--- src/rtl/block_serializer.sv ---
// block_serializer: accepts a BYTES x WIDTH block on valid/ready and emits it word 0 first, one word per tick.
// Latency: accept->staged 1 clk, staged->active 1 clk, pending tick->byte_valid_out 1 clk after the emit condition.
// Backpressure: block_ready_out is register-only; tx_busy_in holds emission, one tick may wait, extra ticks are counted as overruns.
// Optional feature macro: BLOCK_SERIALIZER_DOUBLE_BUF_EN (second staging slot so the next block can be taken while streaming).

module block_serializer #(
    parameter int BYTES = 16,
    parameter int WIDTH = 8,
    parameter int CNT_W = 8
) (
    input  logic                   clk_in,
    input  logic                   rst_in,
    input  logic [BYTES*WIDTH-1:0] block_in,
    input  logic                   block_valid_in,
    output logic                   block_ready_out,
    input  logic                   tick_in,
    input  logic                   tx_busy_in,
    output logic [WIDTH-1:0]       byte_out,
    output logic                   byte_valid_out,
    output logic                   last_out,
    output logic                   busy_out,
    output logic [CNT_W-1:0]       overrun_count_out
);

    localparam int BLK_W = BYTES * WIDTH;
    localparam int IDX_W = (BYTES > 1) ? $clog2(BYTES) : 1;
    localparam logic [IDX_W-1:0] LAST_IDX = IDX_W'(BYTES - 1);

    // IDLE means the active slot is empty; STREAM means it holds a block being emitted
    typedef enum logic {
        S_IDLE   = 1'b0,
        S_STREAM = 1'b1
    } state_t;

    state_t state_q, state_d;

    logic             accept;
    logic             emit;
    logic             blk_end;
    logic             load_active;
    logic             stage_full;
    logic [BLK_W-1:0] load_dat;

    logic [BLK_W-1:0] active_q, active_d;
    logic [IDX_W-1:0] idx_q, idx_d;
    logic             pend_q, pend_d;
    logic [CNT_W-1:0] ovr_q, ovr_d;
    logic [WIDTH-1:0] byte_q, byte_d;
    logic             bvld_q, bvld_d;
    logic             last_q, last_d;
    logic [WIDTH-1:0] cur_word;

`ifdef BLOCK_SERIALIZER_DOUBLE_BUF_EN
    logic [BLK_W-1:0] stage_q, stage_d;
    logic             stage_full_q, stage_full_d;

    // Staging slot: filled on accept, released when its block is promoted to active.
    // Accept needs an empty slot and promote needs a full one, so they never coincide.
    always_comb begin
        stage_d      = stage_q;
        stage_full_d = stage_full_q;
        if (accept) begin
            stage_d      = block_in;
            stage_full_d = 1'b1;
        end else if (load_active) begin
            stage_full_d = 1'b0;
        end
    end

    // Staging slot registers; contents are discarded on reset.
    always_ff @(posedge clk_in or negedge rst_in) begin
        if (!rst_in) begin
            stage_q      <= '0;
            stage_full_q <= 1'b0;
        end else begin
            stage_q      <= stage_d;
            stage_full_q <= stage_full_d;
        end
    end

    assign stage_full = stage_full_q;
    assign load_dat   = stage_q;
`else
    // Single slot: the accepted block lands directly in the active register.
    assign stage_full = 1'b0;
    assign load_dat   = block_in;
`endif

    // FSM state register.
    always_ff @(posedge clk_in or negedge rst_in) begin
        if (!rst_in) begin
            state_q <= S_IDLE;
        end else begin
            state_q <= state_d;
        end
    end

    // FSM next state: enter STREAM on a load, leave only at block end with nothing to load.
    always_comb begin
        state_d = state_q;
        case (state_q)
            S_IDLE: begin
                if (load_active) begin
                    state_d = S_STREAM;
                end
            end
            S_STREAM: begin
                if (blk_end && !load_active) begin
                    state_d = S_IDLE;
                end
            end
            default: state_d = S_IDLE;
        endcase
    end

    // FSM outputs and handshake decode; ready is derived from registers only.
    always_comb begin
        emit    = (state_q == S_STREAM) && pend_q && !tx_busy_in;
        blk_end = emit && (idx_q == LAST_IDX);
`ifdef BLOCK_SERIALIZER_DOUBLE_BUF_EN
        block_ready_out = !stage_full_q;
`else
        block_ready_out = (state_q == S_IDLE);
`endif
        accept = block_valid_in && block_ready_out;
`ifdef BLOCK_SERIALIZER_DOUBLE_BUF_EN
        // Promote into an empty active slot, or back-to-back at block end so no tick is lost.
        load_active = stage_full_q && ((state_q == S_IDLE) || blk_end);
`else
        load_active = accept;
`endif
        busy_out = (state_q == S_STREAM) || stage_full;
    end

    // Word select for the current index.
    always_comb begin
        cur_word = '0;
        for (int k = 0; k < BYTES; k++) begin
            if (idx_q == IDX_W'(k)) begin
                cur_word = active_q[k*WIDTH +: WIDTH];
            end
        end
    end

    // Active slot and index: a load restarts at word 0, each emit advances, block end wraps to 0.
    always_comb begin
        active_d = active_q;
        idx_d    = idx_q;
        if (load_active) begin
            active_d = load_dat;
            idx_d    = '0;
        end else if (emit) begin
            idx_d = blk_end ? '0 : idx_q + 1'b1;
        end
    end

    // Pending tick and overrun counter; ticks while idle are ignored entirely.
    always_comb begin
        pend_d = pend_q;
        ovr_d  = ovr_q;
        if (state_q == S_IDLE) begin
            pend_d = 1'b0;
        end else if (emit) begin
            // A tick arriving with an emit re-arms the pending flag.
            pend_d = tick_in;
        end else begin
            pend_d = pend_q | tick_in;
            if (tick_in && pend_q && (ovr_q != {CNT_W{1'b1}})) begin
                ovr_d = ovr_q + 1'b1;
            end
        end
    end

    // Registered output stage: strobe for one cycle per emit, word held between strobes.
    always_comb begin
        byte_d = byte_q;
        bvld_d = emit;
        last_d = blk_end;
        if (emit) begin
            byte_d = cur_word;
        end
    end

    // Datapath and output registers; reset drops any active block mid-stream.
    always_ff @(posedge clk_in or negedge rst_in) begin
        if (!rst_in) begin
            active_q <= '0;
            idx_q    <= '0;
            pend_q   <= 1'b0;
            ovr_q    <= '0;
            byte_q   <= '0;
            bvld_q   <= 1'b0;
            last_q   <= 1'b0;
        end else begin
            active_q <= active_d;
            idx_q    <= idx_d;
            pend_q   <= pend_d;
            ovr_q    <= ovr_d;
            byte_q   <= byte_d;
            bvld_q   <= bvld_d;
            last_q   <= last_d;
        end
    end

    assign byte_out          = byte_q;
    assign byte_valid_out    = bvld_q;
    assign last_out          = last_q;
    assign overrun_count_out = ovr_q;

    // last_out only ever accompanies a word strobe.
    a_last_with_valid: assert property (@(posedge clk_in) disable iff (!rst_in) last_out |-> byte_valid_out);

    // Nothing is emitted unless a block is active.
    a_emit_needs_stream: assert property (@(posedge clk_in) disable iff (!rst_in) emit |-> (state_q == S_STREAM));

endmodule

--- config.mk ---
export PLATFORM = sky130hd
export DESIGN_NAME = block_serializer
export DESIGN_NICKNAME = d
export VERILOG_FILES = /design/src/rtl/block_serializer.sv
export SDC_FILE = /design/constraint.sdc
export NUM_CORES = 1
export LEC_CHECK = 0
export CAP_MARGIN = 20
export CORE_UTILIZATION = 35
export DETAILED_ROUTE_END_ITERATION = 8
export MAX_ROUTING_LAYER = met4
export PLACE_DENSITY_LB_ADDON = 0.12
export RECOVER_POWER = 25
export SLEW_MARGIN = 20
export SYNTH_ARGS = -nofsm -noshare
export SYNTH_HDL_FRONTEND = slang
export SYNTH_SLANG_ARGS = --single-unit
--- constraint.sdc ---
create_clock -name clk_in -period 4.9 [get_ports clk_in]
set_clock_uncertainty 0.2 [all_clocks]
set_input_delay 0.98 -clock clk_in [delete_from_list [all_inputs] [get_ports clk_in]]
set_output_delay 0.98 -clock clk_in [all_outputs]
set_load 0.01 [all_outputs]
**Yosys cells after proc, flatten, opt, wreduce, memory -nomap -nowiden**

Cells that the tools add are included.

- Memory bits (writable): 0
- Bits in latches: 0
- Logic and storage cells: 65
- Output and inout port bits: 20
- Memory bits (read-only): 0
- Bits of input ports: 133
- Register bits after elaboration: 152
- Memories kept: 0

- Muxes and demuxes: 24
- Bitwise logic cells: 3
- Equality and inequality tests: 16
- $mul: 0
- Add/sub/neg operators: 2
- Order comparisons: 0
- Div/mod/pow operators: 0
- Reductions and logical operators: 12
- Shifts and indexed selects: 0

Operator list:

| kind | count |
|---|---|
| $mux W8 | 16 |
| $eq A4 B4 Y1 const B | 8 |
| $eq A4 B3 Y1 const B | 4 |
| $mux W4 | 3 |
| $add A8 B1 Y8 const B | 1 |
| $eq A4 B2 Y1 const B | 2 |
| $ne A8 B8 Y1 const B | 1 |
| $logic_and A1 B1 Y1 | 7 |
| $add A4 B1 Y4 const B | 1 |
| $eq A4 B1 Y1 const B | 1 |
| $logic_not A4 Y1 | 1 |
| $mux W1 | 4 |
| $reduce_and A3 Y1 | 1 |
| $logic_not A1 Y1 | 2 |
| $not A1 Y1 | 2 |
| $pmux W1 S2 | 1 |
| $reduce_bool A2 Y1 | 1 |
| $or A1 B1 Y1 | 1 |

**Logic depth before layout (Yosys ltp)**

Gate-level depths: netlist of the first run.

- Depth after elaboration: 17
- Gate-level depth with buffers: 9
- Gate-level depth less buffers: 7

**Worst setup path after synthesis of the first run**

OpenSTA, ideal clock, no wires.

- Path type: in2reg
- Start: input block_valid_in
- End: register active_q[58]
- Stages on the path: 5
- Arrival time: 2111 ps
- Buffers on the path: 3
- Required time: 4575 ps
- Library setup time: 125 ps
- Path slack: 2464 ps
- Cells stage by stage: nor2b_1 > clkbuf_1 > clkbuf_1 > clkbuf_1 > mux2_2

- Word-level cells in the longest chain between the ends: 1

Ends and longest elaborated chain:

| element | RTL line | source |
|---|---|---|
| start: declaration | 14 | `input logic block_valid_in,` |
| $logic_and A1 B1 Y1 | 125 | `accept = block_valid_in && block_ready_out;` |
| end signal: assignment | 195 | `active_q <= active_d;` |
| end: declaration | 44 | `logic [BLK_W-1:0] active_q, active_d;` |

Every way passes these cells.
A chain may end at the register's enable or synchronous reset.

**Worst setup path after layout of the first run**

- Start: register idx_q[0]
- End: register byte_q[1] (netlist: byte_out[1])

- Word-level cells in the longest chain between the ends: 17
- Elaborated cells between the ends (all ways): 32
- Those cells by class: eq/ne (15); mux (16); reduce/logical (1)

Ends and longest elaborated chain:

| element | RTL line | source |
|---|---|---|
| start: declaration | 45 | `logic [IDX_W-1:0] idx_q, idx_d;` |
| start signal: assignment | 196 | `idx_q <= idx_d;` |
| $logic_not A4 Y1 | 139 | `if (idx_q == IDX_W'(k)) begin` |
| $mux W8 (15 in a row) | 139 |  |
| $mux W8 (*) | 139 |  |
| end signal: assignment | 199 | `byte_q <= byte_d;` |
| end: declaration | 48 | `logic [WIDTH-1:0] byte_q, byte_d;` |

Mark *: on every way between the ends. The rest lies on a longest branch, timed or not.

==> flow_metrics.py, run 1 <==
metrics = {
    "critical_path": {
        "reg2reg_depth": 6,
        "cp.required_ns": 5.04,
        "cp_max_fo": 24,
        "reg2reg_from": "idx_q[0]",
        "cp-end-kind": "flip-flop",
        "critPathKind": "flip-flop to flip-flop",
        "rr_endpoint": "byte_out[1]",
        "ff2ff_setup_slack_ns": 1.56,
        "cp.arrival_ns": 3.48,
        "cp-start-kind": "flip-flop",
    },
    "clock_network": {
        "cts_root_buffer": "clkbuf_16",
        "ctsHoldBuffers": 0,
        "clkSinkCount": 152,
        "cts_resized": 0,
        "cts_buffer_depth": 2,
        "path_clk_slew_ns": 0.06,
        "clock_latency_ns": 0.44,
        "tritoncts": "built",
        "post-cts-setup-buffers": 0,
        "cts_buffers": 17,
        "cts_max_level": 4,
    },
    "grt": {
        "overflow": 0,
        "grt_max_degree": 141,
        "grt_util_met2_pct": 31.48,
        "grt_use_met1_pct": 27.11,
        "grtUsageTotal_pct": 20.96,
        "grt_pass1_wl_um": 31480,
        "grt.busiest_layer": "met2",
        "antenna_found_initial": 0,
        "grt_pass1_vias": 5572,
        "met3_usage_pct": 4.901,
    },
    "flow_run": {
        "cap_violations": 1,
    },
    "synth": {
        "synth_edf_count": 0,
        "syn_inst": 595,
        "ys_types": 51,
        "avgSynthCellArea_sq_um": 11.96,
        "netlist_area_sq_um": 7118,
        "ys_warn_count": 0,
        "ys.flop_type": "dfrtp_1",
        "yosysSeqAreaShare_pct": 53.44,
        "async_flop_share_pct": 100.0,
        "syn_nets": 733,
        "synth_seq_cells": 152,
    },
    "detailed_routing": {
        "drt-vias-per-instance": 5.274,
        "drtIter0Drc": 409,
        "drtPass1Iterations": 5,
        "ant_nets": 0,
        "drt_wl_total_um": 20030,
        "vias": 5306,
        "avgRoutedWirePerCell_um": 19.91,
        "drc": 0,
    },
    "timing": {
        "rsz0062_at_grt": "false",
        "fin_crit_ns": 3.337,
        "setup_tns_ns": 0,
        "slew_violations": 99,
        "worst_pin_slew_ns": 2.523,
        "timing.hold.ws_ns": 0.2898,
        "hold_violations": 0,
        "slew_headroom_pct": -68.17,
        "setup-violations-final": 0,
        "layout_worst_path_cycle_share_pct": 68.11,
        "fmax_mhz": 299.7,
        "timing.final.ws_setup_ns": 1.563,
    },
    "cells_and_area": {
        "syn2layout_area_growth_pct": 32.71,
        "layout_commonest_cell": "dfrtp_1",
        "n_antenna_cell": 0,
        "fin_util_pct": 47.91,
        "layout_common_cells": "dfrtp_1 (152), clkdlybuf4s50_1 (150), mux2_2 (122)",
        "post_layout_nonfiller_instances": 1006,
        "fin_nets": 866,
        "drive_gt1_share_pct": 22.13,
        "fillers": 1802,
    },
    "floorplanning": {
        "die_h_um": 144.6,
        "core-area_sq_um": 19720,
        "ios": 153,
        "initial_core_util_pct": 36.10,
        "rows": 51,
        "die-area_sq_um": 20910,
        "die_x_um": 144.6,
    },
    "placement": {
        "dp_cells": 974,
        "post-place-ws_ns": 1.285,
        "dp_hpwl_um": 14010,
        "portBuffers": 152,
        "place.gp.congestion": 0.8255,
    },
    "worst_hold_path": {
        "min_to": "overrun_count_out[7]",
        "hp-class": "flip-flop to flip-flop",
        "hp-start": "overrun_count_out[7]",
        "hold_depth": 1,
    },
    "run_status": {
        "violations": "max-capacitance violations, max-slew violations",
        "outcome": "finished with violations",
    },
    "power": {
        "p_leak_uw": 0.003782,
        "power.density_nw_per_um2": 555.0,
        "ir_worst_vdd_mv": 0.2845,
    },
}
## cell type report
cell class / count / area, sq um / area share [%]
clock buffers: 20 / 456.7 / 4.834
clock inverters: 12 / 166.4 / 1.762
inverters: 16 / 60.06 / 0.6358
multi-input cells: 384 / 3062 / 32.41
flip-flops and latches: 152 / 3804 / 40.26
well taps: 265 / 331.6 / 3.510
repair buffers: 157 / 1567 / 16.58
## synth_stat cells (all sizes together) (2+ instances only)
library cell    n  share of area [%]
xnor2           5               0.62
inv            16               0.84
nor3            2               0.14
nor2           38                2.0
a2111o          6               0.95
a221oi         15                1.8
nand2          30                1.6
and3b           2               0.25
o32a            6               0.84
a41oi           6               0.74
o221ai          6               0.74
buf            27                2.0
xor2            3               0.37
a22oi           7               0.74
nand2b          4               0.35
a221o           6               0.84
nor2b          14                1.2
nand4           5               0.44
and3            8               0.70
nand3b          7               0.74
a21o            3               0.32
a21oi          16                1.1
o22ai          18                1.6
o21ai          26                1.8
nand3           3               0.21
ha              5               0.88
mux2          122                 19
a211oi          2               0.21
nor3b           2               0.28
o31ai           2               0.21
a31oi           2               0.26
clkbuf         16               0.84
dfrtp         152                 53
or3             2               0.18
## critical path, stage by stage, from the launching register on
cell      delay [ns]
dfrtp_1         0.44
inv_1           0.13
ha_1            0.76
nor2b_1         0.69
nor2b_1         0.59
a221oi_1        0.21
o22ai_1         0.21
## cells by family (layout without fill, tap and decap cells)
| group | Yosys count | in the layout | share of synthesized area (%) |
|---|---|---|---|
| compound gates | 130 | 130 | 13.41 |
| mux | 122 | 122 | 19.30 |
| buf+inv | 59 | 205 | 3.656 |
| flops | 152 | 152 | 53.44 |
| simple gates | 119 | 119 | 8.332 |
| xor+xnor | 8 | 8 | 0.9844 |
| fa+ha+maj | 5 | 5 | 0.8789 |
## worst max path at each step
stage	cells after the start	slack, ns	from	to
floorplan	5	2.46	block_valid_in	active_q[58]
global placement	7	1.41	tx_busy_in	byte_out[6]
detailed placement	6	1.29	tx_busy_in	byte_out[5]
CTS	6	1.59	idx_q[0]	byte_out[1]
global route	2	1.31	rst_in	active_q[120]
finish	6	1.56	idx_q[0]	byte_out[1]
## power breakdown
part | switching [uW] | internal, uW | leakage, uW
combinational | 896 | 887 | 0.00169
sequential | 343 | 1730 | 0.00180
clock | 550 | 835 | 0.000297
total | 1790 | 3450 | 0.00378
## per-stage QoR
stage	power, uW	instance area (sq um)
floorplan	3152	7118
global placement	3811	8830
detailed placement	3871	8830
CTS	5280	9453
global route	5544	9447
finish	5243	9447
## metal layers
| layer | vias up | wire length (um) |
|---|---|---|
| met1 | 2617 | 9052 |
| li1 | 2458 | - |
| met5 | - | 0 |
| met2 | 198 | 9151 |
| met3 | 33 | 1240 |
| met4 | 0 | 589 |
## registers in the layout (all words and copies together) (netlist names)
signal and count:
active_q 128, busy_out 1, byte_out 8, byte_valid_out 1
idx_q 4, last_out 1, overrun_count_out 8, pend_q 1
Power figures use the tool's default switching activity.
==> run 2: changes to the inputs <==
- clock period: 4.9 -> 3.5 ns (I/O delays scaled with it)
==> flow_metrics.py, run 2 (same netlist as run 1, synthesis figures left out) <==
metrics = {
    "clock_network": {
        "ctsHoldBuffers": 0,
        "cts_max_level": 4,
        "cts_root_buffer": "clkbuf_16",
        "tritoncts": "built",
        "clock_latency_ns": 0.43,
        "cts_buffer_depth": 2,
        "clkSinkCount": 152,
        "path_clk_slew_ns": 0.06,
        "cts_buffers": 17,
        "post-cts-setup-buffers": 0,
        "cts_resized": 0,
    },
    "grt": {
        "antenna_found_initial": 0,
        "grt_pass1_vias": 5506,
        "grt_pass1_wl_um": 31260,
        "overflow": 0,
        "grt_max_degree": 78,
        "grtUsageTotal_pct": 21.09,
    },
    "cells_and_area": {
        "drive_gt1_share_pct": 23.51,
        "regArea_sq_um": 3804,
        "largest_reg_flops": 128,
        "layout_common_cells": "dfrtp_1 (152), clkdlybuf4s50_1 (150), mux2_2 (122)",
        "fin_nets": 878,
        "layout_commonest_cell": "dfrtp_1",
        "fillers": 1767,
        "regMostFlops": "active_q",
        "syn2layout_area_growth_pct": 34.79,
        "n_antenna_cell": 0,
        "multiInputGateArea_sq_um": 3064,
        "fin_util_pct": 48.66,
    },
    "timing": {
        "slew_headroom_pct": -65.55,
        "layout_worst_path_cycle_share_pct": 86.70,
        "timing.hold.ws_ns": 0.3025,
        "fmax_mhz": 329.5,
        "setup_tns_ns": 0,
        "hold_violations": 0,
        "rsz0062_at_grt": "false",
        "timing.final.ws_setup_ns": 0.4655,
        "worst_pin_slew_ns": 2.483,
        "slew_violations": 49,
        "fin_crit_ns": 3.034,
        "setup-violations-final": 0,
    },
    "placement": {
        "portBuffers": 152,
        "place.gp.congestion": 0.8777,
        "dp_hpwl_um": 14690,
        "post-place-ws_ns": 0.3532,
    },
    "critical_path": {
        "cp-start-kind": "flip-flop",
        "crit_buf_inv": 2,
        "path_cells": "inv_1 > ha_1 > buf_4 > nor2_2 > o22ai_1 > a2111o_1 > a41oi_1 > o22ai_1",
        "slowest_stage": "dfrtp_1",
        "max_stage_delay_ns": 0.43,
        "cp.required_ns": 3.59,
        "cp_max_fo": 9,
        "cp.arrival_ns": 3.12,
        "cpMostUsedCell": "o22ai_1",
        "cp-end-kind": "flip-flop",
        "critPathKind": "flip-flop to flip-flop",
        "crit_family": "compound AO/OA/AOI/OAI gates",
    },
    "detailed_routing": {
        "drtPass1Iterations": 5,
        "vias": 5360,
        "drt_wl_total_um": 20390,
        "ant_nets": 0,
        "drt-vias-per-instance": 5.265,
        "drc": 0,
        "drtIter0Drc": 308,
        "avgRoutedWirePerCell_um": 20.03,
    },
    "power": {
        "finalPower_uw": 7433,
        "power.density_nw_per_um2": 774.8,
        "p_leak_uw": 0.003856,
        "ir_worst_vdd_mv": 0.4154,
    },
    "floorplanning": {
        "ios": 153,
        "core-area_sq_um": 19720,
        "die-area_sq_um": 20910,
        "initial_core_util_pct": 36.10,
        "die_h_um": 144.6,
        "rows": 51,
        "die_x_um": 144.6,
    },
    "worst_hold_path": {
        "hp-class": "flip-flop to flip-flop",
    },
    "run_status": {
        "violations": "max-capacitance violations, max-slew violations",
        "outcome": "finished with violations",
    },
    "flow_run": {
        "cap_violations": 1,
    },
}
-- run 2: cell count changes in the layout (fill, tap and decap cells not counted), sizes merged --
cell	delta
bufinv	+1
clkbuf	-3
clkinvlp	+1
clkdlybuf4s25	+1
buf	+12
-- run 2: metal layers --
metal	share of wire, %	track usage [%]	wire length (um)	vias up
met4	2.2	6.814	440	0
met3	5.6	5.066	1151	28
met1	47	28.09	9587	2641
met5	0	-	0	-
met2	45	31.50	9212	197
li1	-	-	-	2494
-- run 2: path summary, 6_finish.rpt --
kind                         startpoint       endpoint  slack (ns)  cells after the start
hold reg to reg            active_q[48]   active_q[48]        0.30                      1
max in group asynchronous        rst_in  active_q[110]        0.61                      2
setup reg to reg               idx_q[0]    byte_out[4]        0.47                      8
setup / recovery               idx_q[0]    byte_out[4]        0.47                      8
min in group asynchronous        rst_in   active_q[28]        1.03                      1
hold / removal             active_q[48]   active_q[48]        0.30                      1
-- run 2: layout make-up --
class / count / area share [%]
multi-input cells: 384 / 31.94
clock inverters: 14 / 2.047
flip-flops and latches: 152 / 39.65
repair buffers: 169 / 17.71
clock buffers: 18 / 4.577
well taps: 265 / 3.456
inverters: 16 / 0.6260
-- run 2: worst register-to-register path: cells and delay by family, from the launching register on --
kind | cells | cell delay, ns
buffers and inverters | 2 | 0.36
AND/OR/NAND/NOR | 1 | 0.37
AO/OA/AOI/OAI | 4 | 1.18
flip-flops | 1 | 0.43
adder cells (fa/ha/maj) | 1 | 0.37
-- run 2: through the flow --
step,cell area (sq um),std cells
floorplan,7118,595
global placement,8957,986
detailed placement,8957,986
CTS,9593,1018
global route,9594,1018
finish,9594,1018
-- run 2: power by group --
group / internal, uW / switching [uW]
combinational: 1270 / 1250
sequential: 2420 / 510
clock: 1220 / 763
total: 4910 / 2520
==> run 3: changes to the inputs <==
--- a/config.mk
+++ b/config.mk
@@ -13,2 +13,3 @@
 export RECOVER_POWER = 25
+export REMOVE_ABC_BUFFERS = 1
 export SLEW_MARGIN = 20
--- a/constraint.sdc
+++ b/constraint.sdc
@@ -4,2 +4,2 @@
 set_output_delay 0.7 -clock clk_in [all_outputs]
-set_load 0.01 [all_outputs]
+set_load 0.05 [all_outputs]
==> flow_metrics.py, run 3 (same netlist as run 1, synthesis figures left out) <==
metrics = {
    "timing": {
        "slew_violations": 65,
        "layout_worst_path_cycle_share_pct": 84.50,
        "fin_crit_ns": 2.958,
        "rsz0062_at_grt": "false",
        "fmax_mhz": 338.1,
        "setup-violations-final": 0,
        "hold_violations": 0,
        "slew_headroom_pct": -6.146,
        "setup_tns_ns": 0,
        "worst_pin_slew_ns": 1.592,
    },
    "critical_path": {
        "path_cells": "inv_1 > ha_1 > nand2b_1 > o22ai_1 > o21ai_0 > a211oi_1 > a2111oi_2",
        "rr_endpoint": "byte_out[6]",
        "slowest_stage": "ha_1",
        "ff2ff_setup_slack_ns": 0.54,
        "cp-end-kind": "flip-flop",
        "critPathKind": "flip-flop to flip-flop",
        "max_stage_delay_ns": 0.86,
        "reg2reg_from": "idx_q[1]",
        "cp_max_fo": 33,
        "cp-start-kind": "flip-flop",
        "reg2reg_depth": 7,
        "cp.arrival_ns": 3.07,
        "cp.required_ns": 3.62,
    },
    "grt": {
        "grtUsageTotal_pct": 20.32,
        "grt_pass1_wl_um": 30270,
        "overflow": 0,
        "grt_pass1_vias": 5548,
        "antenna_found_initial": 0,
        "grt_max_degree": 65,
    },
    "clock_network": {
        "cts_buffers": 17,
        "path_clk_slew_ns": 0.06,
        "cts_root_buffer": "clkbuf_16",
        "clock_latency_ns": 0.43,
        "ctsHoldBuffers": 0,
        "cts_buffer_depth": 2,
        "tritoncts": "built",
        "cts_max_level": 4,
        "clkSinkCount": 152,
        "cts_resized": 0,
        "post-cts-setup-buffers": 0,
    },
    "detailed_routing": {
        "drc": 0,
        "vias": 5366,
        "ant_nets": 0,
        "drt_wl_total_um": 19450,
        "avgRoutedWirePerCell_um": 19.17,
        "drtPass1Iterations": 5,
        "drt-vias-per-instance": 5.287,
        "drtIter0Drc": 362,
    },
    "run_status": {
        "violations": "max-capacitance violations, max-slew violations",
        "outcome": "finished with violations",
    },
    "power": {
        "power.internal_uw": 4892,
        "pwr-share-comb_pct": 34.9,
        "sw_frac_of_total_pct": 35.19,
        "power.share.clock_pct": 25.9,
        "p_switching_uw": 2655,
        "power.density_nw_per_um2": 788.4,
        "power_frac_seq_pct": 39.2,
        "p_leak_uw": 0.003847,
        "ir_worst_vdd_mv": 0.3993,
    },
    "cells_and_area": {
        "largest_reg_flops": 128,
        "layout_common_cells": "dfrtp_1 (152), clkdlybuf4s50_1 (150), mux2_2 (122)",
        "layout_commonest_cell": "dfrtp_1",
        "fin_util_pct": 48.55,
        "drive_gt1_share_pct": 23.07,
        "syn2layout_area_growth_pct": 34.49,
        "regMostFlops": "active_q",
        "fin_nets": 875,
        "n_antenna_cell": 0,
    },
    "floorplanning": {
        "die_x_um": 144.6,
        "die_h_um": 144.6,
        "ios": 153,
        "rows": 51,
        "die-area_sq_um": 20910,
        "core-area_sq_um": 19720,
        "initial_core_util_pct": 36.10,
    },
    "worst_hold_path": {
        "hp-class": "primary input to async pin",
    },
    "flow_run": {
        "cap_violations": 1,
    },
    "placement": {
        "dp_hpwl_um": 14270,
        "place.gp.congestion": 0.9147,
        "portBuffers": 152,
    },
}
## run 3: final cells by class
cell class / count / area [sq um]
Fill cell: 1756 / 10140
Sequential cell: 152 / 3804
Multi-Input combinational cell: 384 / 3062
Timing Repair Buffer: 166 / 1688
Clock buffer: 18 / 429.2
Tap cell: 265 / 331.6
Clock inverter: 14 / 198.9
Inverter: 16 / 60.06
## run 3: layer usage
layer	wire length, um	share of wire (%)	GRT usage (%)
met4	459	2.4	8.310
met2	8642	44	29.76
met3	968	5.0	4.040
met1	9382	48	27.46
met5	0	0	-
## run 3: critical path, delay by kind of cell, from the launching register on
kind	cells	cell delay, ns
compound gates	4	0.66
buf+inv	1	0.11
simple gates	1	0.57
fa+ha+maj	1	0.86
flops	1	0.44
## run 3: worst max-delay path by stage
stage	endpoint	depth (start not counted)	start
2_1_floorplan	active_q[0]	2	busy_out
3_3_place_gp	byte_out[6]	6	idx_q[1]
3_5_place_dp	byte_out[6]	7	idx_q[1]
4_1_cts	byte_out[6]	7	idx_q[1]
5_1_grt	byte_out[6]	7	idx_q[1]
6_report	byte_out[6]	7	idx_q[1]
## run 3: per-stage QoR
step	setup WS [ns]	hold slack (ns)	instance area [sq um]	instances	power (uW)
floorplan	-4.082	0.2044	6918	552	4561
global placement	0.6682	0.2732	8960	983	5557
detailed placement	0.5316	0.2800	8960	983	5620
CTS	0.5082	0.03298	9588	1015	7606
global route	0.3021	0.04398	9573	1015	7972
finish	0.5424	0.01548	9573	1015	7547
## run 3: power by group through the flow
stage	Sequential, uW	Combinational [uW]	Clock (uW)
2_1_floorplan	2990	1570	0
3_3_place_gp	2980	2570	0
3_5_place_dp	2990	2630	0
4_1_cts	2970	2650	1990
5_1_grt	3050	2860	2060
6_report	2960	2640	1950
